`src/rtl/hazard_stall_ctrl_pkg.sv`:
```
// Shared types and constants for the pipeline sequencing controller.
// Holds the data-miss FSM encoding and the register-index width.
package pipe_ctrl_pkg;

    localparam int REG_W     = 5;
    localparam int MUL_CNT_W = 4;

    typedef enum logic [1:0] {
        IDLE   = 2'd0,
        WAIT   = 2'd1,
        RESUME = 2'd2
    } dmiss_state_e;

endpackage

```
`src/rtl/hazard_stall_ctrl_if.sv`:
```
// Hazard/stall bundle between the pipeline stages (master) and the controller (slave).
interface hazard_stall_ctrl_if #(
    parameter int CNT_W = 32
);
    import pipe_ctrl_pkg::*;

    logic [REG_W-1:0] D_rs1;
    logic [REG_W-1:0] D_rs2;
    logic             D_use_rs1;
    logic             D_use_rs2;
    logic [REG_W-1:0] EX_rd;
    logic             EX_ld;
    logic             EX_mul;
    logic             EX_taken_raw;
    logic             MEM_dmiss;
    logic             MEM_fill_done;
    logic             F_imiss;

    logic             stall_F;
    logic             flush_FD;
    logic             stall_D;
    logic             MEM_stall;
    logic             EX_taken;
    logic             mul_busy;
    logic [CNT_W-1:0] stall_cycles;

    modport master (
        output D_rs1, D_rs2, D_use_rs1, D_use_rs2, EX_rd, EX_ld, EX_mul,
               EX_taken_raw, MEM_dmiss, MEM_fill_done, F_imiss,
        input  stall_F, flush_FD, stall_D, MEM_stall, EX_taken, mul_busy, stall_cycles
    );

    modport slave (
        input  D_rs1, D_rs2, D_use_rs1, D_use_rs2, EX_rd, EX_ld, EX_mul,
               EX_taken_raw, MEM_dmiss, MEM_fill_done, F_imiss,
        output stall_F, flush_FD, stall_D, MEM_stall, EX_taken, mul_busy, stall_cycles
    );

endinterface

```
`src/rtl/hazard_stall_ctrl_mul.sv`:
```
// Multiply occupancy counter: keeps a MUL in EX for MUL_LAT cycles,
// freezing while a data miss holds the back end.
module mul_occupancy_ctr
    import pipe_ctrl_pkg::*;
#(
    parameter int MUL_LAT = 3
) (
    input  logic clk,
    input  logic rst_n,
    input  logic i_ex_mul,
    input  logic i_freeze,
    output logic o_mul_busy
);

    localparam logic [MUL_CNT_W-1:0] LAST = MUL_CNT_W'(MUL_LAT - 1);

    logic [MUL_CNT_W-1:0] r_cnt;

    assign o_mul_busy = rst_n && i_ex_mul && (r_cnt < LAST);

    // Reaching LAST means the MUL advances this edge, so the next MUL starts from 0.
    always_ff @(posedge clk or negedge rst_n) begin
        if (!rst_n) begin
            r_cnt <= '0;
        end else if (i_ex_mul && !i_freeze) begin
            if (r_cnt < LAST) r_cnt <= r_cnt + 1'b1;
            else              r_cnt <= '0;
        end
    end

endmodule

```
`src/rtl/hazard_stall_ctrl.sv`:
```
// Pipeline sequencing controller: data-miss FSM, load-use detect, multiply
// occupancy and the prioritised hold/bubble/flush outputs for F->D and D->EX.
module hazard_stall_ctrl
    import pipe_ctrl_pkg::*;
#(
    parameter int MUL_LAT = 3,
    parameter int CNT_W   = 32
) (
    input  logic                clk,
    input  logic                rst_n,
    hazard_stall_ctrl_if.slave  bus
);

    dmiss_state_e     r_state;
    logic [CNT_W-1:0] r_stall_cycles;

    logic w_mem_hold;
    logic w_mul_busy;
    logic w_mem_stall;
    logic w_load_use;
    logic w_stall_f;
    logic w_flush_fd;
    logic w_stall_d;
    logic w_ex_taken;

    assign w_mem_hold = rst_n && ((r_state == IDLE && bus.MEM_dmiss) || r_state == WAIT);

    mul_occupancy_ctr #(.MUL_LAT(MUL_LAT)) u_mul (
        .clk        (clk),
        .rst_n      (rst_n),
        .i_ex_mul   (bus.EX_mul),
        .i_freeze   (w_mem_hold),
        .o_mul_busy (w_mul_busy)
    );

    assign w_mem_stall = w_mem_hold || w_mul_busy;

    assign w_load_use = rst_n && bus.EX_ld && (bus.EX_rd != '0) &&
                        ((bus.D_use_rs1 && bus.D_rs1 == bus.EX_rd) ||
                         (bus.D_use_rs2 && bus.D_rs2 == bus.EX_rd));

    // Back-end hold wins so D->EX is never bubbled or flushed while held;
    // a deferred redirect reappears because the EX instruction stays put.
    always_comb begin
        w_stall_f  = 1'b0;
        w_flush_fd = 1'b0;
        w_stall_d  = 1'b0;
        w_ex_taken = 1'b0;
        if (w_mem_stall) begin
            w_stall_f  = 1'b1;
        end else if (rst_n && bus.EX_taken_raw) begin
            w_ex_taken = 1'b1;
            w_flush_fd = 1'b1;
        end else if (w_load_use) begin
            w_stall_f  = 1'b1;
            w_stall_d  = 1'b1;
        end else if (rst_n && bus.F_imiss) begin
            w_stall_f  = 1'b1;
            w_flush_fd = 1'b1;
        end
    end

    // A miss seen alongside a fill in IDLE wins; a stale miss in RESUME is ignored.
    always_ff @(posedge clk or negedge rst_n) begin
        if (!rst_n) begin
            r_state <= IDLE;
        end else begin
            case (r_state)
                IDLE:    if (bus.MEM_dmiss)     r_state <= WAIT;
                WAIT:    if (bus.MEM_fill_done) r_state <= RESUME;
                RESUME:                         r_state <= IDLE;
                default:                        r_state <= IDLE;
            endcase
        end
    end

    always_ff @(posedge clk or negedge rst_n) begin
        if (!rst_n)         r_stall_cycles <= '0;
        else if (w_stall_f) r_stall_cycles <= r_stall_cycles + 1'b1;
    end

    assign bus.stall_F      = w_stall_f;
    assign bus.flush_FD     = w_flush_fd;
    assign bus.stall_D      = w_stall_d;
    assign bus.MEM_stall    = w_mem_stall;
    assign bus.EX_taken     = w_ex_taken;
    assign bus.mul_busy     = w_mul_busy;
    assign bus.stall_cycles = r_stall_cycles;

endmodule

```
`src/flat_wrapper.sv`:
```
// flat-port wrapper written by rule: the top's interface ports become plain ports
module hazard_stall_ctrl_flat import pipe_ctrl_pkg::*;
#(
    parameter int MUL_LAT = 3,
    parameter int CNT_W   = 32
)
  (clk, rst_n, bus_D_rs1, bus_D_rs2, bus_D_use_rs1, bus_D_use_rs2, bus_EX_rd, bus_EX_ld, bus_EX_mul, bus_EX_taken_raw, bus_MEM_dmiss, bus_MEM_fill_done, bus_F_imiss, bus_stall_F, bus_flush_FD, bus_stall_D, bus_MEM_stall, bus_EX_taken, bus_mul_busy, bus_stall_cycles);
  hazard_stall_ctrl_if #(.CNT_W(CNT_W)) bus_i ();
  input  logic clk;
  input  logic rst_n;
  input wire logic [$bits(bus_i.D_rs1)-1:0] bus_D_rs1;
  input wire logic [$bits(bus_i.D_rs2)-1:0] bus_D_rs2;
  input wire logic [$bits(bus_i.D_use_rs1)-1:0] bus_D_use_rs1;
  input wire logic [$bits(bus_i.D_use_rs2)-1:0] bus_D_use_rs2;
  input wire logic [$bits(bus_i.EX_rd)-1:0] bus_EX_rd;
  input wire logic [$bits(bus_i.EX_ld)-1:0] bus_EX_ld;
  input wire logic [$bits(bus_i.EX_mul)-1:0] bus_EX_mul;
  input wire logic [$bits(bus_i.EX_taken_raw)-1:0] bus_EX_taken_raw;
  input wire logic [$bits(bus_i.MEM_dmiss)-1:0] bus_MEM_dmiss;
  input wire logic [$bits(bus_i.MEM_fill_done)-1:0] bus_MEM_fill_done;
  input wire logic [$bits(bus_i.F_imiss)-1:0] bus_F_imiss;
  output wire logic [$bits(bus_i.stall_F)-1:0] bus_stall_F;
  output wire logic [$bits(bus_i.flush_FD)-1:0] bus_flush_FD;
  output wire logic [$bits(bus_i.stall_D)-1:0] bus_stall_D;
  output wire logic [$bits(bus_i.MEM_stall)-1:0] bus_MEM_stall;
  output wire logic [$bits(bus_i.EX_taken)-1:0] bus_EX_taken;
  output wire logic [$bits(bus_i.mul_busy)-1:0] bus_mul_busy;
  output wire logic [$bits(bus_i.stall_cycles)-1:0] bus_stall_cycles;
  assign bus_i.D_rs1 = bus_D_rs1;
  assign bus_i.D_rs2 = bus_D_rs2;
  assign bus_i.D_use_rs1 = bus_D_use_rs1;
  assign bus_i.D_use_rs2 = bus_D_use_rs2;
  assign bus_i.EX_rd = bus_EX_rd;
  assign bus_i.EX_ld = bus_EX_ld;
  assign bus_i.EX_mul = bus_EX_mul;
  assign bus_i.EX_taken_raw = bus_EX_taken_raw;
  assign bus_i.MEM_dmiss = bus_MEM_dmiss;
  assign bus_i.MEM_fill_done = bus_MEM_fill_done;
  assign bus_i.F_imiss = bus_F_imiss;
  assign bus_stall_F = bus_i.stall_F;
  assign bus_flush_FD = bus_i.flush_FD;
  assign bus_stall_D = bus_i.stall_D;
  assign bus_MEM_stall = bus_i.MEM_stall;
  assign bus_EX_taken = bus_i.EX_taken;
  assign bus_mul_busy = bus_i.mul_busy;
  assign bus_stall_cycles = bus_i.stall_cycles;
  hazard_stall_ctrl #(.MUL_LAT(MUL_LAT), .CNT_W(CNT_W)) u_core (.clk(clk), .rst_n(rst_n), .bus(bus_i));
endmodule
```
`config.mk`:
```
export PLATFORM = sky130hd
export DESIGN_NAME = hazard_stall_ctrl_flat
export DESIGN_NICKNAME = d
export VERILOG_FILES = /design/src/rtl/hazard_stall_ctrl_pkg.sv /design/src/rtl/hazard_stall_ctrl_if.sv /design/src/rtl/hazard_stall_ctrl_mul.sv /design/src/rtl/hazard_stall_ctrl.sv /design/src/flat_wrapper.sv
export SDC_FILE = /design/constraint.sdc
export NUM_CORES = 1
export LEC_CHECK = 0
export CELL_PAD_IN_SITES_DETAIL_PLACEMENT = 0
export CELL_PAD_IN_SITES_GLOBAL_PLACEMENT = 1
export CORE_MARGIN = 2
export CORE_UTILIZATION = 30
export CTS_CLUSTER_DIAMETER = 100
export CTS_CLUSTER_SIZE = 30
export DETAILED_ROUTE_END_ITERATION = 16
export PLACE_DENSITY_LB_ADDON = 0.15
export SETUP_SLACK_MARGIN = 0.05
export SYNTH_ARGS = -nofsm -noshare
export SYNTH_HDL_FRONTEND = slang
export SYNTH_HIERARCHICAL = 1
export SYNTH_SLANG_ARGS = --single-unit
```
`constraint.sdc`:
```
create_clock -name clk -period 2.1 [get_ports clk]
set_clock_uncertainty 0.15 [all_clocks]
set_input_delay 0.315 -clock clk [delete_from_list [all_inputs] [get_ports clk]]
set_output_delay 0.315 -clock clk [all_outputs]
set_load 0.02 [all_outputs]
```
==> metrics.md <==
| Metric | Value |
|---|---|
| First-pass GRT wire length | `8.70 mm` |
| Max-cap viol count | `0` |
| DRT iter0 DRCs | `38` |
| Initial antenna violation count | `0` |
| H-Tree Depth | `2` |
| Largest family of logic cells by synthesized area | `simple AND/OR/NAND/NOR gates` |
| Post-synth EDFFs | `0` |
| Worst min path class | `input pin to async pin` |
| Synthesis-to-finish area growth | `61.9%` |
| Via/cell ratio | `4.75` |
| Maximum clock frequency | `478 MHz` |
| Synth async-reset ratio | `100%` |
| Footprint of the multi-input gates | `1140 um^2` |
| Required time of the critical path | `2170 ps` |
| Slew @ Worst Pin | `442 ps` |
| Worst skew pair latency | `290 ps` |
| Die H | `85.1 um` |
| Worst vdd ir | `0.461 mV` |
| Critical Path AT | `2160 ps` |
| Crit Path Max Fanout | `6` |
| Ports | `63` |
| Outcome | `complete, no violations` |
| Die W | `85.1 um` |
| Number of routed nets with antenna violations | `0` |
| Wire per inst | `14.0 um` |
| Post-layout minimum cycle time | `2090 ps` |
| Final wirelength | `5.07 mm` |
| Simple-gate share of the synthesized area | `25.5%` |
| Core Region | `6350 um^2` |
| Global route overflow | `0` |
| Syn nets | `209` |
| Fraction of layout cells with a size suffix above 1 | `32.4%` |
| Post-Syn Instances | `182` |
| N_diodes | `0` |
| Layout fillers | `604` |
| Gr usage total | `14.9%` |
| Clk slew on worst S/H paths | `80 ps` |
| CP Capture Point | `u_core/bus.stall_cycles[21]` |
| Worst slew margin | `70.5%` |
| FF+latch area | `957 um^2` |
| Routability congestion estimate | `0.763` |
| Final setup violation count | `0` |
| Max-slew violations | `0` |
| Clock buffer count from CTS | `5` |
| Post-route clock period utilization | `99.5%` |
| Post-synthesis register bit count | `38` |
| Most frequent cells in the layout | `clkdlybuf4s50_1, buf_4, dfrtp_1` |
| Num Clock Sinks | `38` |
| Vias | `1,716` |
| Worst reg2reg startpoint | `u_core/bus.stall_cycles[6]` |
| Reg2Reg Setup Slack | `10 ps` |
| Reg2reg path depth | `6` |
| Root buffer cell | `clkbuf_8` |
| Clk buf depth | `2` |
| Leak | `1.36 nW` |
| Cell area after synthesis | `1970 um^2` |
| Die area | `7240 um^2` |
| Reg-to-reg endpoint | `u_core/bus.stall_cycles[21]` |
| TritonRoute pass-1 iters | `4` |
| Hold_ws | `121 ps` |
| I/O Buffers | `62` |
| Initial Utilization | `31.1%` |
| Top FF cell, synth | `dfrtp_1` |
| CP endpoint kind | `flip-flop` |
| Commonest non-fill, non-tap cell in the layout | `clkdlybuf4s50_1` |
| Vias in the first global route | `1,757` |
| Distinct cells, synth | `35` |
| Post-Synth XOR/XNOR Area | `18.2%` |
| # rows | `29` |
| TritonCTS clock tree | `yes` |
| Synth Area in Adders | `1.27%` |
| CP startpoint kind | `flip-flop` |
| Mux contribution to synthesized area | `0.571%` |
| Final nets | `310` |
| Compound-Gate Fraction of Synth Area | `4.06%` |
| Residual DRC | `0` |
| Final design utilization | `50.3%` |
| PwrDens | `825 nW/um^2` |
| Sequential-to-total area share from yosys stat | `48.2%` |
| Yosys warns | `6` |
| Final HPWL DP | `3.66 mm` |
| Critical path startpoint | `u_core/bus.stall_cycles[6]` |
| Synth Area per Inst | `10.8 um^2` |
| RSZ-0062 raised after global routing | `yes` |
| Hold Fails Final Rpt | `0` |
| Kind of critical path | `flip-flop to flip-flop` |
| Pin count of the biggest net entering global routing | `33` |
==> cells by family (layout without fill, tap and decap cells) <==
kind of cell | count (synthesis) | after routing
and+or+nand+nor | 81 | 81
xor gates and xnor gates | 41 | 41
DFF | 38 | 38
AOI/OAI and AO/OA | 10 | 10
buffers and inverters | 9 | 111
adders and majority gates | 2 | 2
muxes | 1 | 1
==> layer usage <==
layer	share of wire (%)	GRT usage [%]
met2	48	23.2
met1	48	20.5
met5	0	0
met3	3.6	4.38
met4	0.89	3.46
==> worst max-delay path, cell delays in order, from the launching register on <==
cell	delay, ps
dfrtp_2	360
and3_4	180
and3_4	200
nand4_4	110
or4_4	660
nor3b_4	210
xor2_1	150
==> metrics by stage <==
step                      power, W  std cells  worst slack [ps]  area, um^2  TNS, ps
after global routing       0.00279        361             -59.0        3190     -247
after global placement     0.00194        345              -740        2950   -14880
after detailed placement   0.00195        345              -761        2950   -15450
final                      0.00263        361              9.98        3190        0
after CTS                  0.00262        358             -26.1        3120    -26.1
after floorplan            0.00149        182              -101        2070     -463
==> report_power, final <==
part / switching, W / leakage [nW] / internal (W)
Combinational: 0.000481 / 0.818 / 0.000506
Sequential: 0.000139 / 0.484 / 0.000858
Clock: 0.000261 / 0.0585 / 0.000388
Total: 0.000882 / 1.36 / 0.00175
==> synth_stat cells (2+ instances only) <==
library cell   n  area [um^2]
dfrtp_1       38          951
xnor2_1       31          272
nand2_1       22         82.6
nand4_1       12         75.1
nand3_1       10         50.1
xor2_1        10         87.6
nor2_1         8         30.0
nor4_1         5         31.3
and4_1         4         35.0
inv_1          4         15.0
nor3_1         4         20.0
and3_1         3         18.8
clkbuf_1       3         11.3
a21oi_1        2         10.0
a22o_1         2         17.5
ha_1           2         25.0
nor3_2         2         20.0
nor4_4         2         42.5
o21bai_1       2         15.0
==> timing repair <==
action                                  CTS  global route
gates resized for setup                  66            15
endpoints found under the hold margin     6             0
hold buffers                              1             0
pin swaps                                19            18
endpoints found under the setup margin   38            26
buffers inserted                          4             3
==> flip-flops by register name, indices dropped and copies added, names as in the netlist <==
signal and cells:
u_core/bus.stall_cycles 32, u_core/r_state 2, u_core/u_mul/r_cnt 4
==> layout make-up <==
cell class,count,area share [%]
tap,77,3.02
inverter,4,0.470
timing repair buffer,99,27.3
sequential,38,30.0
clock inverter,1,0.940
clock buffer,7,2.70
multi-input combinational,135,35.6
==> worst min-delay path by stage <==
| stage | to | cells after the start | startpoint | slack [ps] |
|---|---|---|---|---|
| final | u_core/bus.stall_cycles[0] | 3 | rst_n | 120 |
| after global placement | u_core/r_state[1] | 1 | u_core/r_state[1] | 260 |
| after global routing | u_core/bus.stall_cycles[3] | 3 | rst_n | 150 |
| after floorplan | u_core/bus.stall_cycles[0] | 0 | rst_n | -130 |
| after CTS | u_core/bus.stall_cycles[13] | 3 | rst_n | 130 |
| after detailed placement | u_core/r_state[1] | 1 | u_core/r_state[1] | 260 |
Note: power is estimated with default switching activity, not from simulation.
